## src/rtl/taillight_sequencer_pkg.sv

```systemverilog
// Purpose: shared mode encodings, state-code constants and sweep patterns for the tail-light sequencer.
// Latency: n/a (types, constants and pure helper functions only).
// Backpressure: n/a.
package taillight_sequencer_pkg;

    // Decoded lamp modes; the encoding is also what the HEX display shows.
    typedef enum logic [2:0] {
        MODE_IDLE    = 3'd0,
        MODE_RIGHT   = 3'd1,
        MODE_LEFT    = 3'd2,
        MODE_BRAKE   = 3'd3,
        MODE_BRAKE_R = 3'd4,
        MODE_BRAKE_L = 3'd5,
        MODE_HAZARD  = 3'd6
    } mode_t;

    // State codes from the decider (any code with bit 3 set means hazard).
    localparam logic [3:0] ST_IDLE_A  = 4'b0000;
    localparam logic [3:0] ST_IDLE_B  = 4'b0010;
    localparam logic [3:0] ST_RIGHT   = 4'b0001;
    localparam logic [3:0] ST_LEFT    = 4'b0011;
    localparam logic [3:0] ST_BRAKE_A = 4'b0100;
    localparam logic [3:0] ST_BRAKE_B = 4'b0110;
    localparam logic [3:0] ST_BRAKE_R = 4'b0101;
    localparam logic [3:0] ST_BRAKE_L = 4'b0111;

    // Turn-group sweep, bit 0 is the innermost lamp.
    localparam logic [2:0] SWEEP_P0 = 3'b001;
    localparam logic [2:0] SWEEP_P1 = 3'b011;
    localparam logic [2:0] SWEEP_P2 = 3'b111;
    localparam logic [2:0] SWEEP_P3 = 3'b000;

    function automatic mode_t decode_state(input logic [3:0] code);
        mode_t m;
        case (code)
            ST_IDLE_A, ST_IDLE_B:   m = MODE_IDLE;
            ST_RIGHT:               m = MODE_RIGHT;
            ST_LEFT:                m = MODE_LEFT;
            ST_BRAKE_A, ST_BRAKE_B: m = MODE_BRAKE;
            ST_BRAKE_R:             m = MODE_BRAKE_R;
            ST_BRAKE_L:             m = MODE_BRAKE_L;
            default:                m = MODE_HAZARD;   // 1xxx
        endcase
        return m;
    endfunction

    // Modes whose phase advances on tick; IDLE and BRAKE stay parked at phase 0.
    function automatic logic is_sequencing(input mode_t m);
        return (m != MODE_IDLE) && (m != MODE_BRAKE);
    endfunction

    function automatic logic [2:0] sweep_bits(input logic [1:0] phase);
        logic [2:0] s;
        case (phase)
            2'd0:    s = SWEEP_P0;
            2'd1:    s = SWEEP_P1;
            2'd2:    s = SWEEP_P2;
            default: s = SWEEP_P3;
        endcase
        return s;
    endfunction

endpackage

```

## src/rtl/lamp_pattern.sv

```systemverilog
// Purpose: combinational (mode, phase) -> 10-bit tail-light pattern.
// Latency: 0 cycles (pure combinational).
// Backpressure: none.
// Ports: mode/phase in; pattern[9:7] left group (bit 7 inner), [6:3] brake bar, [2:0] right group (bit 2 inner).
module lamp_pattern
    import taillight_sequencer_pkg::*;
(
    input  mode_t       mode,
    input  logic [1:0]  phase,
    output logic [9:0]  pattern
);

    logic [2:0] sweep;
    logic [2:0] right_grp;

    always_comb begin
        sweep = sweep_bits(phase);
        // Right group grows outward from led[2], so its bit order is mirrored.
        right_grp = {sweep[0], sweep[1], sweep[2]};
    end

    always_comb begin
        pattern = '0;
        case (mode)
            MODE_IDLE:    pattern = '0;
            MODE_RIGHT:   pattern = {3'b000, 4'b0000, right_grp};
            MODE_LEFT:    pattern = {sweep, 4'b0000, 3'b000};
            MODE_BRAKE:   pattern = '1;
            MODE_BRAKE_R: pattern = {3'b111, 4'b1111, right_grp};
            MODE_BRAKE_L: pattern = {sweep, 4'b1111, 3'b111};
            MODE_HAZARD:  pattern = phase[0] ? 10'b0 : 10'b11_1111_1111;
            default:      pattern = '0;
        endcase
    end

endmodule

```

## src/rtl/taillight_sequencer.sv

```systemverilog
// Purpose: decode turn/brake/hazard state, step the sweep phase on tick, drive the registered LED bank.
// Latency: 1 cycle from state/tick sampled at an edge to led/mode/phase updated after that edge.
// Backpressure: none; every tick cycle advances the phase (no edge detection on tick).
// Ports: clk, rst (sync active-high), tick (1-cycle strobe), state[3:0]; led[9:0], mode[2:0], phase[1:0].
module taillight_sequencer
    import taillight_sequencer_pkg::*;
#(
    parameter int STEPS = 4
) (
    input  logic        clk,
    input  logic        rst,
    input  logic        tick,
    input  logic [3:0]  state,
    output logic [9:0]  led,
    output logic [2:0]  mode,
    output logic [1:0]  phase
);

    localparam logic [1:0] PHASE_MAX = 2'(STEPS - 1);

    mode_t      mode_q;
    mode_t      mode_n;
    mode_t      mode_dec;
    logic [1:0] phase_q;
    logic [1:0] phase_n;
    logic [9:0] led_q;
    logic [9:0] led_n;

    always_comb begin
        mode_dec = decode_state(state);
        mode_n   = mode_q;
        phase_n  = phase_q;
        if (mode_dec != mode_q) begin
            // A mode change restarts the sweep and swallows any tick this cycle.
            mode_n  = mode_dec;
            phase_n = 2'd0;
        end else if (!is_sequencing(mode_q)) begin
            phase_n = 2'd0;
        end else if (tick) begin
            phase_n = (phase_q == PHASE_MAX) ? 2'd0 : phase_q + 2'd1;
        end
    end

    // Pattern is derived from the next mode/phase so the registered led never lags mode/phase.
    lamp_pattern u_lamp_pattern (
        .mode    (mode_n),
        .phase   (phase_n),
        .pattern (led_n)
    );

    always_ff @(posedge clk) begin
        if (rst) begin
            mode_q  <= MODE_IDLE;
            phase_q <= 2'd0;
            led_q   <= '0;
        end else begin
            mode_q  <= mode_n;
            phase_q <= phase_n;
            led_q   <= led_n;
        end
    end

    assign led   = led_q;
    assign mode  = mode_q;
    assign phase = phase_q;

endmodule

```

## config.mk

```make
export PLATFORM = sky130hd
export DESIGN_NAME = taillight_sequencer
export DESIGN_NICKNAME = d
export VERILOG_FILES = /design/src/rtl/taillight_sequencer_pkg.sv /design/src/rtl/lamp_pattern.sv /design/src/rtl/taillight_sequencer.sv
export SDC_FILE = /design/constraint.sdc
export NUM_CORES = 1
export LEC_CHECK = 0
export CAP_MARGIN = 15
export CORE_ASPECT_RATIO = 0.75
export CORE_MARGIN = 10
export CORE_UTILIZATION = 30
export CTS_CLUSTER_DIAMETER = 200
export CTS_CLUSTER_SIZE = 12
export DETAILED_ROUTE_END_ITERATION = 16
export PLACE_DENSITY = 0.65
export SYNTH_ARGS = -nofsm -noshare
export SYNTH_HDL_FRONTEND = slang
export SYNTH_HIERARCHICAL = 1
export SYNTH_SLANG_ARGS = --single-unit
```

## constraint.sdc

```tcl
create_clock -name clk -period 3.87 [get_ports clk]
set_clock_uncertainty 0.1 [all_clocks]
set_input_delay 0.9675 -clock clk [delete_from_list [all_inputs] [get_ports clk]]
set_output_delay 0.9675 -clock clk [all_outputs]
set_load 0.05 [all_outputs]
```

== Yosys cells after proc, flatten, opt, wreduce, memory -nomap -nowiden ==
Memory sizes are Yosys's and may differ from the RTL's.
Index checks and enable logic that the tools add are counted.

* $mul: 0
* Order comparisons: 0
* Shift-type cells: 0
* Eq/ne operators: 11
* Div/mod/pow operators: 0
* Multiplexer cells: 9
* Add/subtract/negate cells: 1
* Reduce and logical (&&, ||, !) cells: 3
* Bitwise logic cells: 0

{| class="wikitable"
|+ Operators by type and width
! kind !! count
|-
| case mux 10 bit (6 select lines) || 1
|-
| 2-to-1 mux 10 bit || 1
|-
| == test 3 bit, second input constant || 3
|-
| case mux 3 bit (3 select lines) || 1
|-
| 2-to-1 mux 2 bit || 4
|-
| == test 3 x 2 -> 1 bit, second input constant || 2
|-
| 2-to-1 mux 3 bit || 2
|-
| == test 2 bit, second input constant || 2
|-
| == test 3 x 1 -> 1 bit, second input constant || 1
|-
| inequality test 3 x 2 -> 1 bit, second input constant || 1
|-
| inequality test 3 bit || 1
|-
| nonzero test 3 bit || 1
|-
| adder 2 x 1 -> 2 bit, second input constant || 1
|-
| == test 2 x 1 -> 1 bit, second input constant || 1
|-
| zero test 2 bit || 1
|-
| logical AND 1 bit || 1
|}

* Bits in writable memories: 0
* Bits in latches: 0
* Logic and storage cells: 28
* Memories kept: 1
* Memory bits (read-only): 24
* Output and inout bits: 15
* Bits in registers: 15
* Input bits: 7

{| class="wikitable"
|+ Memories
! memory !! words !! bits a word !! rd ports !! clocked after memory_dff !! write ports !! line !! source
|-
| (name not given) || 8 || 3 || 1 || 0 || 0 || taillight_sequencer_pkg.sv:35 || <nowiki>case (code)</nowiki>
|}

== Longest topological paths before layout ==
Gate-level depths: netlist of the first run.

* Depth in word-level cells: 8
* Gate-level depth with buffers: 11
* Mapped depth without buffers: 11

== Cells and area by module ==
The synthesis of the first run kept the hierarchy.

{| class="wikitable"
|+ By module, submodules not included
! module !! cells an instance !! area each (sq um) !! instances
|-
| taillight_sequencer || 62 || 630.6 || 1
|-
| lamp_pattern || 33 || 224.0 || 1
|}

== Worst setup path before layout of the first run ==
OpenSTA, ideal clock, no wires.

* Path type: in2reg
* Start: input port state[2]
* End: register led_q[1] (netlist: led[1])
* Slack: 1.010 ns
* Required time: 3.704 ns
* Cell stages on the path: 11
* Data arrival time: 2.694 ns
* Path through: buf_6 nor4_1 a31oi_1 a21o_1 a21oi_1 inv_1 ha_1 inv_1 o21ai_0 a221oi_2 nor2b_1

* Longest elaborated chain between the ends: 7
* Elaborated cells between the ends (all ways): 17
* Those cells by class: eq/ne: 9; mux: 6; reduce/logical: 1; memory: 1

{| class="wikitable"
|+ RTL lines
! what !! line !! source
|-
| from (decl) || taillight_sequencer.sv:13 || <nowiki>input logic [3:0] state,</nowiki>
|-
| memory (8 x 3 bit) (*) || n/a ||
|-
| 2-to-1 mux 3 bit (*) || taillight_sequencer_pkg.sv:35 ||
|-
| inequality test 3 bit (*) || taillight_sequencer.sv:33 || <nowiki>if (mode_dec != mode_q) begin</nowiki>
|-
| 2-to-1 mux 2 bit (*) || taillight_sequencer.sv:33 ||
|-
| named net phase_n[0] || taillight_sequencer.sv:25 || <nowiki>logic [1:0] phase_n;</nowiki>
|-
| == test 2 bit, or another cell as far along || taillight_sequencer_pkg.sv:54 || <nowiki>case (phase)</nowiki>
|-
| case mux 3 bit (3 select lines) || taillight_sequencer_pkg.sv:54 ||
|-
| case mux 10 bit (6 select lines) (*) || lamp_pattern.sv:24 || <nowiki>case (mode)</nowiki>
|-
| named net led_n[1] || taillight_sequencer.sv:27 || <nowiki>logic [9:0] led_n;</nowiki>
|-
| to (signal assigned) || taillight_sequencer.sv:59 || <nowiki>led_q <= led_n;</nowiki>
|-
| to (decl) || taillight_sequencer.sv:26 || <nowiki>logic [9:0] led_q;</nowiki>
|}

The timed path passes the listed nets; every way through them passes the cells marked *.
A chain may end at the register's enable or synchronous reset.

== Final worst setup path of the first run ==
* Start: input port state[3]
* End: register led_q[1] (netlist: led[1])

* Longest elaborated chain between the ends: 6
* Elaborated cells between the ends (all ways): 16
* Those cells by class: eq/ne: 9; mux: 6; reduce/logical: 1

{| class="wikitable"
|+ RTL lines
! what !! line
|-
| 2-to-1 mux 3 bit (*) || taillight_sequencer_pkg.sv:35
|-
| inequality test 3 bit (*) || taillight_sequencer.sv:33
|-
| 2-to-1 mux 2 bit (*) || taillight_sequencer.sv:33
|-
| named net phase_n[0] || taillight_sequencer.sv:25
|-
| == test 2 bit, or another cell as far along || taillight_sequencer_pkg.sv:54
|-
| case mux 3 bit (3 select lines) || taillight_sequencer_pkg.sv:54
|-
| case mux 10 bit (6 select lines) (*) || lamp_pattern.sv:24
|-
| named net led_n[1] || taillight_sequencer.sv:27
|}

Marks and branches as above.

==> results.cfg, run 1 <==
[global_routing]
grt_max_degree = 16
grt_usage = 0.0689
grt_pass1_wl_mm = 3.05
grt_overflow = 0
grt_pass1_vias = 659
antenna_found_initial = 0

[sta]
report.final.slew_viol_count = 0
fin_crit_ns = 3.41
fin_tns_setup_ns = 0
slew_headroom = 0.549
rsz0062_at_grt = false
worst_slack_ns = 0.457
worst_pin_slew_ns = 0.674
period_share = 0.882
timing.hold.ws_ns = 0.592
setup_violations = 0
timing.fmax_mhz = 293
finalHoldViolCount = 0

[detailed_routing]
drtAntennaViolNets = 0
viasPerCell = 4.63
drc = 0
wl_per_cell_um = 12.0
firstDrtPassIters = 4
vias = 690
initialDrtViolationCount = 30
wirelength_mm = 1.78

[final_layout]
layout_commonest_cell = clkdlybuf4s50_1
final_cell_mix = clkdlybuf4s50_1 (21), dfxtp_1 (15), nor2b_1 (13), inv_1 (7), nor2_1 (6)
n_antenna_cell = 0
multiInputGateArea_um2 = 474
drive_above_1_share = 0.115
finalNonFillerCells = 149
regArea_um2 = 300
final_cell_area_um2 = 1100
final_nets = 124
n_fill_cell = 266
syn_to_final_growth_pct = 28.8
utilization = 0.414

[placed_design]
pre_cts_ws_ns = 0.225
dpl.hpwl_mm = 1.45
portBuffers = 21
dp.cells = 145
gp_congestion = 0.822
postPlaceCellArea_um2 = 1060

[worst_setup_path]
path_class = in -> reg
path_depth = 11
cpLargestDelayFamily = compound AO/OA/AOI/OAI gates
cp.arrival_ns = 3.48
worstPathCellList = clkdlybuf4s50_1, a21oi_2, xor2_1, o311ai_1, a21oi_1, inv_1, ha_1, inv_1, o21ai_0, a221oi_2, nor2b_1
cp_num_buf_inv = 3
critPathSlowestCell = clkdlybuf4s50_1
reg2reg_slack_ns = 1.44
start_kind = primary input
crit_required_ns = 3.94
crit_top_cell = inv_1
cp_max_fo = 8
end_kind = flip-flop
r2r_end = led[1]
critPathMaxStageDelay_ns = 0.57
worst-r2r-cell-count = 10
r2r-start = mode[0]

[die]
io_pins = 22
num_rows = 16
die_area_um2 = 5410
die_w_um = 81.6
core_area_um2 = 2660
die_h_um = 66.2
initial_utilization = 0.321

[cts]
clock_latency_ns = 0.24
cts_inserted_buffers = 3
htreeDepth = 1
ctsLongestPathBuffers = 2
postCtsSetupBuffers = 0
cts-root-buf = clkbuf_8
clock-sinks = 15
clkTransAtPathRegs_ns = 0.06
cts_hold_buf = 0
cts_resized = 0
cts_tree = built

[synthesis]
synth_area_um2 = 855
synth_area_per_cell_um2 = 9.00
yosysUniqueCellTypes = 36
seq_area_frac_synth = 0.351
yosys_warnings = 6
synth_seq_cells = 15
netlist_instances = 95
syn_nets = 105

[power]
seqPwrFrac = 0.410
switching_share = 0.316
p_total_uw = 420
clkPwrFrac = 0.288
power.density_nw_per_um2 = 381
switchingPower_uw = 133
p_int_uw = 287
power_frac_comb = 0.302
vdd_drop_max_v = 0.0000991
leakage_nw = 0.418

[min_path]
hp-class = reg -> reg
hold_path_end = phase[1]
whs_path_depth = 3
min-delay-start = mode[2]

[job]
cap_violations = 0

[run_status]
run_status = finished clean
## kinds of logic after synthesis
logic type | synth area share
buffers and inverters | 0.0937
multiplexers | 0.0264
AND/OR/NAND/NOR | 0.214
XOR/XNOR | 0.0308
adder cells (fa/ha/maj) | 0.0439
flip-flops | 0.351
AO/OA/AOI/OAI | 0.240
## registers in the layout (all words and copies together) (netlist names)
name / flops
led: 10
phase: 2
mode: 3
## power by group through the flow
stage	registers, mW	clock network, mW	logic [mW]
after floorplan	0.216	0	0.0545
after global placement	0.175	0	0.126
after detailed placement	0.176	0	0.128
after CTS	0.172	0.126	0.128
after global routing	0.173	0.133	0.136
final	0.172	0.121	0.127
## worst min-delay path: cells and delay by family (launching register included)
kind	cells	cell delay, ns
flops	1	0.37
compound gates	2	0.17
xor+xnor	1	0.10
## cell type report
cell class,instances,area share
flip-flops and latches,15,0.273
clock buffers,4,0.0409
multi-input cells,66,0.431
inverters,7,0.0239
well taps,36,0.0409
repair buffers,21,0.191
## how the worst max path moves through the flow
stage                  start  endpoint
global placement    state[3]    led[1]
global route        state[3]    led[1]
CTS                 state[2]    led[1]
detailed placement  state[3]    led[1]
floorplan           state[2]    led[1]
finish              state[3]    led[1]
## routing by layer
metal  vias up  track usage  part of all wire
li1        368            -                 -
met1       304       0.0812              0.45
met2        16        0.117              0.48
met3         2       0.0217             0.061
met4         0       0.0191            0.0095
met5         -            0                 0
## cells in the mapped netlist, drive strengths merged
cell    count  area [um^2]
o211ai      1         7.51
o21ai       9         48.8
a31o        1         8.76
a211oi      3         27.5
and2b       2         15.0
nor4        1         6.26
xnor2       2         17.5
dfxtp      15          300
nor2        7         28.8
a221oi      2         30.0
inv         7         26.3
ha          3         37.5
nand3       2         10.0
xor2        1         8.76
a211o       1         8.76
nor3        2         10.0
clkbuf      1         3.75
a31oi       1         6.26
and4        2         20.0
nand2       3         11.3
a21o        1         7.51
o311ai      2         17.5
mux2        2         22.5
a22o        1         8.76
a311oi      1         15.0
buf         6         50.0
a21oi       3         18.8
nor2b      13         81.3
No activity file was read; power rests on OpenSTA's default activity.
==> run 2: changes to the inputs <==
GPL_TIMING_DRIVEN = 0   (was not set)
SLEW_MARGIN = 10   (was not set)
==> run 2 against run 1 <==
- combinational power is 6% higher
- via count increased by 5.5%
- sequential cell count stayed put
- utilization increased by 1.3 points
- sequential share of layout area shrank 0.84 points
- largest cell class unchanged
==> results.cfg, run 2 (synthesis gave the netlist of run 1 again) <==
[run_status]
run_status = finished clean

[worst_setup_path]
r2r_end = led[1]
path_class = in -> reg
cp.arrival_ns = 3.43
reg2reg_slack_ns = 1.42
end_kind = flip-flop
start_kind = primary input
crit_required_ns = 3.95
cp_max_fo = 7
worst-r2r-cell-count = 10
r2r-start = mode[0]

[detailed_routing]
wl_per_cell_um = 12.1
wl_met2_um = 850
drc = 0
initialDrtViolationCount = 50
wl_met1_um = 882
wirelength_mm = 1.87
routed.top_layer = met4
viasPerCell = 4.73
vias = 728
wl_met3_um = 111
firstDrtPassIters = 3
drtAntennaViolNets = 0

[final_layout]
syn_to_final_growth_pct = 32.9
n_fill_cell = 260
final_nets = 129
final_cell_mix = clkdlybuf4s50_1 (19), dfxtp_1 (15), nor2b_1 (13), inv_1 (7), nor2_1 (6)
drive_above_1_share = 0.169
largest_register_ffs = 10
finalNonFillerCells = 154
utilization = 0.427
n_antenna_cell = 0
layout_commonest_cell = clkdlybuf4s50_1
final_cell_area_um2 = 1140

[die]
die_area_um2 = 5410
core_area_um2 = 2660
die_w_um = 81.6
die_h_um = 66.2
io_pins = 22
initial_utilization = 0.321
num_rows = 16

[global_routing]
grt_pass1_vias = 715
grt_max_degree = 11
grt_pass1_wl_mm = 3.18
grt_usage = 0.0720
grt_overflow = 0
antenna_found_initial = 0

[placed_design]
gp_congestion = 0.862
portBuffers = 19
dp.cells = 150
pre_cts_ws_ns = 0.291
dpl.hpwl_mm = 1.46
postPlaceCellArea_um2 = 1090

[power]
vdd_drop_max_v = 0.000178
leakage_nw = 0.444
p_total_uw = 429
power.density_nw_per_um2 = 378

[cts]
clkTransAtPathRegs_ns = 0.06
clock-sinks = 15
cts_tree = built
cts_resized = 0
ctsLongestPathBuffers = 2
cts_inserted_buffers = 3
cts_hold_buf = 0
htreeDepth = 1
cts-root-buf = clkbuf_8
clock_latency_ns = 0.24
postCtsSetupBuffers = 0

[sta]
report.final.slew_viol_count = 0
fin_tns_setup_ns = 0
rsz0062_at_grt = false
setup_violations = 0
period_share = 0.866
finalHoldViolCount = 0
worst_slack_ns = 0.518
slew_headroom = 0.659
fin_crit_ns = 3.35
worst_pin_slew_ns = 0.510
timing.fmax_mhz = 298
timing.hold.ws_ns = 0.607

[min_path]
whs_path_depth = 3
hold_path_end = phase[1]
min-delay-start = mode[2]
hp-class = reg -> reg

[job]
cap_violations = 0
run 2: changes by cell type in the layout (fill, tap and decap cells not counted):
cell,delta
buf_4,+3
buf_6,+2
clkdlybuf4s50_1,-2
buf_2,+1
clkinv_2,+1
run 2: cell type report:
type | instances | area, um^2 | area share
Timing Repair Buffer | 19 | 190 | 0.167
Multi-Input combinational cell | 66 | 474 | 0.417
Sequential cell | 15 | 300 | 0.264
Clock inverter | 1 | 5.00 | 0.00441
Inverter | 7 | 26.3 | 0.0231
Clock buffer | 3 | 41.3 | 0.0363
Buffer | 7 | 53.8 | 0.0474
Tap cell | 36 | 45.0 | 0.0396
run 2: critical path, stage by stage:
cell             delay (ns)
clkdlybuf4s50_1        0.53
nor4_1                 0.33
a31oi_1                0.07
a21o_1                 0.23
a21oi_1                0.31
inv_1                  0.08
ha_1                   0.34
inv_1                  0.08
o21ai_0                0.09
a221oi_2               0.25
nor2b_1                0.15
run 2: worst max path at each step:
stage                         from     end  slack, ns  depth (start not counted)
after floorplan           state[2]  led[1]       1.01                         11
after global placement    state[0]  led[1]       0.33                         11
after detailed placement  state[0]  led[1]       0.29                         11
after CTS                 state[0]  led[1]       0.54                         11
after global routing      state[0]  led[1]       0.35                         11
final                     state[0]  led[1]       0.52                         11
run 2: report_power, final:
| group | internal [mW] | total, mW | switching [mW] | leakage [nW] |
|---|---|---|---|---|
| Sequential | 0.166 | 0.172 | 0.00530 | 0.125 |
| Combinational | 0.0535 | 0.135 | 0.0811 | 0.294 |
| Clock | 0.0712 | 0.123 | 0.0518 | 0.0255 |
run 2: routing by layer:
metal  vias to the layer above  track usage
li1                        377            -
met1                       337       0.0843
met2                        12        0.118
met3                         2       0.0258
met4                         0       0.0254
met5                         -            0
